<file path="config.mk">
export PLATFORM = sky130hd
export DESIGN_NAME = clock_tick_monitor_10hz
export DESIGN_NICKNAME = d
export VERILOG_FILES = /design/src/rtl/clock_tick_monitor_10hz_pkg.sv /design/src/rtl/clock_tick_monitor_10hz_sync_edge_detect.sv /design/src/rtl/clock_tick_monitor_10hz.sv
export SDC_FILE = /design/constraint.sdc
export NUM_CORES = 1
export LEC_CHECK = 0
export CAP_MARGIN = 20
export CORE_MARGIN = 2
export CORE_UTILIZATION = 54
export CTS_CLUSTER_DIAMETER = 200
export DETAILED_ROUTE_END_ITERATION = 12
export GPL_ROUTABILITY_DRIVEN = 0
export PLACE_DENSITY = 0.79
export SYNTH_ARGS = -nofsm -noshare
export SYNTH_HDL_FRONTEND = slang
export SYNTH_SLANG_ARGS = --single-unit
</file>
<file path="constraint.sdc">
create_clock -name CLK_1MHZ_IN -period 3.05 [get_ports CLK_1MHZ_IN]
set_input_delay 0.61 -clock CLK_1MHZ_IN [delete_from_list [all_inputs] [get_ports CLK_1MHZ_IN]]
set_output_delay 0.61 -clock CLK_1MHZ_IN [all_outputs]
set_load 0.01 [all_outputs]
</file>
<file path="src/rtl/clock_tick_monitor_10hz_pkg.sv">
// Shared constants and types for the 10 Hz clock tick monitor.
// The defaults are tied to the 1 MHz -> 10 Hz divider it sits behind.
package clock_tick_monitor_10hz_pkg;

   // Divide factor of the upstream divider: one slow period in fast cycles
   localparam int DIVIDE_FACTOR   = 100000;

   localparam int NOMINAL_DEFAULT = DIVIDE_FACTOR;
   localparam int TOL_DEFAULT     = 100;
   // One and a half nominal periods without an edge means the clock is gone
   localparam int TIMEOUT_DEFAULT = (DIVIDE_FACTOR * 3) / 2;
   // 2^18 = 262144 comfortably holds the timeout value
   localparam int CNT_W_DEFAULT   = 18;

   typedef enum logic [1:0] {
      IDLE    = 2'd0,
      MEASURE = 2'd1,
      FAULT   = 2'd2
   } monitorState_e;

   // Fault counter increments stick at all-ones instead of wrapping
   function automatic logic [7:0] satIncrement8(input logic [7:0] value);
      return (value == 8'hFF) ? value : value + 8'd1;
   endfunction

endpackage

</file>
<file path="src/rtl/clock_tick_monitor_10hz_sync_edge_detect.sv">
// Two-flop synchronizer plus a history flop, producing a single-cycle
// rising-edge strobe for an asynchronous input. Flops reset to RESET_VAL
// so an input already sitting at that level gives no edge at release.
module clock_tick_monitor_10hz_sync_edge_detect #(
   parameter logic RESET_VAL = 1'b1
) (
   input  logic clk_i,
   input  logic rst_ni,
   input  logic data_i,
   output logic rise_o
);

   logic sync1_q;
   logic sync2_q;
   logic prev_q;

   // Synchronize the async input and keep one cycle of history for edge detection
   always_ff @(posedge clk_i or negedge rst_ni) begin
      if (!rst_ni) begin
         sync1_q <= RESET_VAL;
         sync2_q <= RESET_VAL;
         prev_q  <= RESET_VAL;
      end else begin
         sync1_q <= data_i;
         sync2_q <= sync1_q;
         prev_q  <= sync2_q;
      end
   end

   assign rise_o = sync2_q & ~prev_q;

endmodule

</file>
<file path="src/rtl/clock_tick_monitor_10hz.sv">
// Monitors a slow (10 Hz) clock from the 1 MHz domain: emits a one-cycle
// tick per rising edge, measures each period in fast cycles, and flags a
// fault when the slow clock stops or drifts outside the tolerance window.
module clock_tick_monitor_10hz
   import clock_tick_monitor_10hz_pkg::*;
#(
   parameter int NOMINAL = NOMINAL_DEFAULT,
   parameter int TOL     = TOL_DEFAULT,
   parameter int TIMEOUT = TIMEOUT_DEFAULT,
   parameter int CNT_W   = CNT_W_DEFAULT
) (
   input  logic             CLK_1MHZ_IN,
   input  logic             RESET,
   input  logic             CLK_10HZ_IN,
   output logic             TICK_RISE,
   output logic [CNT_W-1:0] PERIOD_COUNT,
   output logic             PERIOD_VALID,
   output logic             CLK_FAULT,
   output logic [7:0]       FAULT_COUNT
);

   localparam logic [CNT_W-1:0] TIMEOUT_C = CNT_W'(TIMEOUT);
   localparam logic [CNT_W-1:0] LOW_C     = CNT_W'(NOMINAL - TOL);
   localparam logic [CNT_W-1:0] HIGH_C    = CNT_W'(NOMINAL + TOL);
   localparam logic [CNT_W-1:0] ONE_C     = CNT_W'(1);

   logic             riseDet;
   logic             atTimeout;
   logic             inTolerance;
   logic [CNT_W-1:0] cntInc_d;
   logic [7:0]       faultInc_d;

   monitorState_e    state_q;
   logic [CNT_W-1:0] cnt_q;
   logic             tickRise_q;
   logic [CNT_W-1:0] periodCount_q;
   logic             periodValid_q;
   logic             clkFault_q;
   logic [7:0]       faultCount_q;

   clock_tick_monitor_10hz_sync_edge_detect #(
      .RESET_VAL (1'b1)
   ) u_syncEdge (
      .clk_i  (CLK_1MHZ_IN),
      .rst_ni (RESET),
      .data_i (CLK_10HZ_IN),
      .rise_o (riseDet)
   );

   // Saturating next values for the period counter and the fault counter
   always_comb begin
      atTimeout   = (cnt_q == TIMEOUT_C);
      inTolerance = (cnt_q >= LOW_C) && (cnt_q <= HIGH_C);
      cntInc_d    = atTimeout ? cnt_q : (cnt_q + ONE_C);
      faultInc_d  = satIncrement8(faultCount_q);
   end

   // Monitor FSM: tick, period counter, measurement and fault reporting.
   // An edge always takes priority over a timeout landing on the same cycle.
   always_ff @(posedge CLK_1MHZ_IN or negedge RESET) begin
      if (!RESET) begin
         state_q       <= IDLE;
         cnt_q         <= ONE_C;
         tickRise_q    <= 1'b0;
         periodCount_q <= '0;
         periodValid_q <= 1'b0;
         clkFault_q    <= 1'b0;
         faultCount_q  <= 8'd0;
      end else begin
         tickRise_q <= riseDet;
         cnt_q      <= riseDet ? ONE_C : cntInc_d;

         case (state_q)
            IDLE: begin
               if (riseDet) begin
                  state_q <= MEASURE;
               end else if (atTimeout) begin
                  state_q       <= FAULT;
                  clkFault_q    <= 1'b1;
                  periodValid_q <= 1'b0;
                  faultCount_q  <= faultInc_d;
               end
            end

            MEASURE: begin
               if (riseDet) begin
                  periodCount_q <= cnt_q;
                  periodValid_q <= 1'b1;
                  if (inTolerance) begin
                     clkFault_q <= 1'b0;
                  end else begin
                     clkFault_q   <= 1'b1;
                     faultCount_q <= faultInc_d;
                  end
               end else if (atTimeout) begin
                  state_q       <= FAULT;
                  clkFault_q    <= 1'b1;
                  periodValid_q <= 1'b0;
                  faultCount_q  <= faultInc_d;
               end
            end

            FAULT: begin
               if (riseDet) begin
                  state_q <= MEASURE;
               end
            end

            default: begin
               state_q <= IDLE;
            end
         endcase
      end
   end

   assign TICK_RISE    = tickRise_q;
   assign PERIOD_COUNT = periodCount_q;
   assign PERIOD_VALID = periodValid_q;
   assign CLK_FAULT    = clkFault_q;
   assign FAULT_COUNT  = faultCount_q;

endmodule

</file>
**Word level (Yosys, flattened, before mapping)**

Index checks and enable logic that the tools add are counted.

- Word-level logic and storage cells: 54
- Memories kept: 0
- Memory bits (read-only): 0
- Bits in registers: 52
- Bits in writable memories: 0
- Bits of input ports: 3
- Latch bits: 0

- Muxes and demuxes: 22
- Order comparisons: 2
- Divide/modulo/power cells: 0
- Reductions and logical operators: 7
- Add/subtract/negate cells: 2
- Bitwise operators: 2
- Eq/ne operators: 9
- Shift-type cells: 0
- $mul: 0

Operator list:

| cell | count |
|---|---|
| $mux W8 | 5 |
| $mux W18 | 2 |
| $add A18 B1 Y18 const B | 1 |
| $eq A18 B18 Y1 const B | 1 |
| $ge A18 B17 Y1 const B | 1 |
| $le A18 B17 Y1 const B | 1 |
| $pmux W8 S2 | 1 |
| $add A8 B1 Y8 const B | 1 |
| $eq A8 B8 Y1 const B | 1 |
| $mux W2 | 4 |
| $mux W1 | 7 |
| $ne A2 B2 Y1 const B | 3 |
| $pmux W2 S3 | 1 |
| $reduce_and A2 Y1 | 3 |
| $pmux W1 S2 | 2 |
| $ne A3 B3 Y1 const B | 1 |
| $reduce_and A3 Y1 | 1 |
| $eq A2 B1 Y1 const B | 1 |
| $eq A2 B2 Y1 const B | 1 |
| $logic_not A2 Y1 | 1 |
| $ne A2 B1 Y1 const B | 1 |
| $reduce_bool A2 Y1 | 1 |
| $and A1 B1 Y1 | 1 |
| $logic_and A1 B1 Y1 | 1 |
| $not A1 Y1 | 1 |

**Logic depth before layout (Yosys ltp)**

- Depth after elaboration: 5
- Depth in mapped cells: 7
- Mapped depth without buffers: 7

**By module**

A second synthesis with hierarchy kept.

- Cell total of the unflattened synthesis: 217
- Area, all modules: 2,393.5 sq um

By module, submodules not included:

| module | times used | sequential area each (sq um) | area each (sq um) | cells an instance |
|---|---|---|---|---|
| clock_tick_monitor_10hz | 1 | 1,227.4 | 2,301.0 | 213 |
| clock_tick_monitor_10hz_sync_edge_detect | 1 | 78.8 | 92.6 | 4 |

**Worst setup path after synthesis**

OpenSTA, ideal clock, no wires.

- Path kind: register to register
- Start: register cnt_q[0]
- End: register faultCount_q[7] (netlist: FAULT_COUNT[7])
- Period minus slack after synthesis: 2,126 ps
- Library setup time: 128 ps
- Stages on the path, launching flop included: 8
- Arrival time: 1,999 ps
- Buffers on the path: 0
- Path slack: 924 ps
- Path through: dfstp_2 inv_1 ha_1 or2b_1 a31oi_1 a311oi_4 nor4_1 mux2_1

- Cells in the longest elaborated chain, start to end: 4

Ends and longest elaborated chain:

| element | line | text |
|---|---|---|
| start: declaration | clock_tick_monitor_10hz.sv:34 | `logic [CNT_W-1:0] cnt_q;` |
| start signal: assignment | clock_tick_monitor_10hz.sv:71 | `cnt_q <= riseDet ? ONE_C : cntInc_d;` |
| $ge A18 B17 Y1, or another cell as far along | clock_tick_monitor_10hz.sv:53 | `inTolerance = (cnt_q >= LOW_C) && (cnt_q <= HIGH_C);` |
| $logic_and A1 B1 Y1 or $mux W8 (tied branches) | n/a |  |
| $ne A3 B3 Y1 (no line), or another cell as far along | n/a |  |
| $reduce_and A3 Y1 (no line) or $pmux W8 S2 (tied branches) | n/a |  |
| end signal: assignment | clock_tick_monitor_10hz.sv:81 | `faultCount_q <= faultInc_d;` |
| end signal: assignment | clock_tick_monitor_10hz.sv:93 | `faultCount_q <= faultInc_d;` |
| end signal: assignment | clock_tick_monitor_10hz.sv:99 | `faultCount_q <= faultInc_d;` |
| end: declaration | clock_tick_monitor_10hz.sv:39 | `logic [7:0] faultCount_q;` |

Several ways; a longest one is shown, not always the timed one. The select of a mux whose other input is x is not followed.
A chain may end at the register's enable or synchronous reset.

**Worst setup path in the final report**

Ends and elaborated chain as after synthesis.

==> results.toml <==
[outcome]
status = "finished, final reports clean"

[clock_tree]
post-cts-setup-buffers = 0
cts_max_level = 2
clkSlewWorstSetupHoldPaths_ps = 90
clockBufferDepth = 2
cts_tree = "built"
cts_buffers = 5
clock_latency_ps = 310
cts_resized = 0
root_buffer = "clkbuf_8"
cts_sinks = 52
hold_buffers = 0

[floorplan]
die_w_um = 70.7
dieArea_um2 = 4990
start_util = 0.555
core-area_um2 = 4320
row_count = 24
die_h_um = 70.7
ios = 32

[global_routing]
grt_pass1_vias = 1606
grt_util_met3 = 0.0527
grt_pass1_wl_mm = 7.53
grtUsageMet1 = 0.254
met2_usage = 0.308
grt_antenna_before_repair = 0
grt_usage = 0.195
busiest_layer = "met2"
grt_max_degree = 53
grt_overflow_total = 0

[yosys]
yosysUniqueCellTypes = 40
synth_top_area_share = 0.501
yosys_warnings = 0
post-synth-top-count-cell = "dfrtp_1"
async_flop_share = 1.00
ys.flop_type = "dfrtp_1"
synth.top_cells.by_count = "dfrtp_1, mux2_2, nor2_1"
avgSynthCellArea_um2 = 11.7
ys_seq_area_frac = 0.544
synth_top_family_by_area = "simple AND/OR/NAND/NOR gates"
synthAdderAreaFrac = 0.0156
synthXorXnorAreaFrac = 0.0657
synth.area.mux_share = 0.103
yosysTopAreaCell = "dfrtp_1"
synth_compound_area_frac = 0.0485
synthTopCellsByArea = "dfrtp_1, mux2_2, xor2_1, dfstp_2, nand4_1"
netlist_area_um2 = 2400
synth_nets = 211
ys_ff_latch = 52
synthSimpleGateAreaFrac = 0.196
syn_inst = 205
synth_edf_count = 0

[cells_and_area]
final_nets = 244
area_delta_synth_final_pct = 20.4
n_fill_cell = 343
drive_above_1_share = 0.180
antennaDiodeCount = 0

[pwr]
p_leak_nw = 1.26
p_per_area_nw_per_um2 = 583
ir_drop_mv = 0.332
power.internal_w = 0.00122
combinationalPowerShare = 0.208
pwr-share-seq = 0.515
swShare = 0.273
p_clk_frac = 0.277
p_switching_w = 0.000461

[sta]
hold_viol = 0
fin_crit_sh = 0.744
fin_tns_setup_ps = 0
rsz0062_at_grt = "false"
setup_viol = 0
slew_headroom = 0.680
hold_ws_ps = 278
clock_skew_ps = 5.64
max_freq_mhz = 440
drv_slew = 0
period_needed_ps = 2270
worst_pin_slew_ps = 479

[setup_path]
arrival_ps = 2470
cp_max_fo = 8
rr_worst_depth = 7
startpoint_type = "register"
reg2reg_to = "FAULT_COUNT[7]"
crit_required_ps = 3250
ff2ff_setup_slack_ps = 780
startpoint = "cnt_q[0]"
path_class = "reg2reg"
end_kind = "register"
r2r_start = "cnt_q[0]"

[detailed_routing]
route.detailed.drc = 0
num_vias = 1654
antenna_left = 0
vias_per_cell = 5.68
wl_per_cell_um = 15.2
wirelength_mm = 4.41
drt_iter0_markers = 109
first_pass_iters = 5

[placed_design]
port_buffers = 31
hpwl_mm = 3.04

[run]
maxCapViolations = 0

[min_path]
min_path_type = "in2async"
flip-flops by register name, indices dropped and copies added (netlist names):
name,flops
PERIOD_COUNT,18
cnt_q,18
FAULT_COUNT,8
state_q,2
CLK_FAULT,1
PERIOD_VALID,1
TICK_RISE,1
u_syncEdge.prev_q,1
u_syncEdge.sync1_q,1
u_syncEdge.sync2_q,1
power by group through the flow:
| stage | sequential (W) | clock (W) | combinational [W] |
|---|---|---|---|
| 2_1_floorplan | 0.000887 | 0 | 0.000160 |
| 5_1_grt | 0.000883 | 0.000505 | 0.000380 |
| 4_1_cts | 0.000867 | 0.000481 | 0.000356 |
| 3_5_place_dp | 0.000879 | 0 | 0.000356 |
| 6_report | 0.000867 | 0.000466 | 0.000351 |
| 3_3_place_gp | 0.000876 | 0 | 0.000346 |
logic make-up (layout without fill, tap and decap cells):
logic type               Yosys count  after routing
flip-flops                        52             52
AO/OA/AOI/OAI                     18             18
AND/OR/NAND/NOR                   78             78
buffers and inverters             14             48
adder cells (fa/ha/maj)            3              3
XOR/XNOR                          18             18
multiplexers                      22             22
layout by cell type (no fill, tap or decap), types with 3 or more instances in the layout:
master,Yosys,final
clkdlybuf4s50_1,0,30
and3_1,3,3
a21oi_1,9,9
nand4_1,9,9
clkbuf_8,0,5
xnor2_1,5,5
dfstp_2,4,4
nand3_1,7,7
or3_1,3,3
inv_1,6,6
nor3_1,7,7
nand2_1,12,12
mux2_2,18,18
mux2_1,3,3
dfrtp_1,48,48
o21ai_0,6,6
ha_1,3,3
xor2_1,13,13
nor2_1,14,14
layer usage:
| metal | part of all wire | wire [um] | up-vias |
|---|---|---|---|
| met2 | 0.47 | 2090 | 34 |
| li1 | - | - | 795 |
| met4 | 0.021 | 92 | 0 |
| met5 | 0 | 0 | - |
| met1 | 0.47 | 2060 | 816 |
| met3 | 0.039 | 170 | 9 |
worst max path at each step:
| stage | depth (start not counted) | end | slack (ps) |
|---|---|---|---|
| CTS | 7 | FAULT_COUNT[6] | 780 |
| detailed placement | 7 | FAULT_COUNT[6] | 800 |
| global placement | 7 | FAULT_COUNT[7] | 870 |
| floorplan | 7 | FAULT_COUNT[7] | 920 |
| finish | 7 | FAULT_COUNT[7] | 780 |
| global route | 7 | FAULT_COUNT[6] | 670 |
through the flow:
stage          instance area (um^2)  utilization  total power, W  setup slack [ps]  instances
6_report                       2890        0.668         0.00168               780        291
5_1_grt                        2890        0.668         0.00177               666        291
4_1_cts                        2890        0.668         0.00170               782        291
3_5_place_dp                   2780        0.642         0.00123               797        283
3_3_place_gp                   2780        0.642         0.00122               866        283
2_1_floorplan                  2400            -         0.00105               924        205
cell type report:
cell class              count  area, um^2  area share
flip-flops and latches     52        1310       0.452
multi-input cells         139        1040       0.361
repair buffers             34         340       0.118
clock buffers               5        68.8      0.0238
well taps                  52        65.1      0.0225
clock inverters             3        42.5      0.0147
inverters                   6        22.5     0.00780
critical path, stage by stage (launching register included):
cell and delay (ps):
dfstp_2 570, inv_1 80, ha_1 220, or2b_1 220, a31oi_1 280, a311oi_4 110
nor4_1 330, mux2_1 340
No activity file was read; power rests on OpenSTA's default activity.
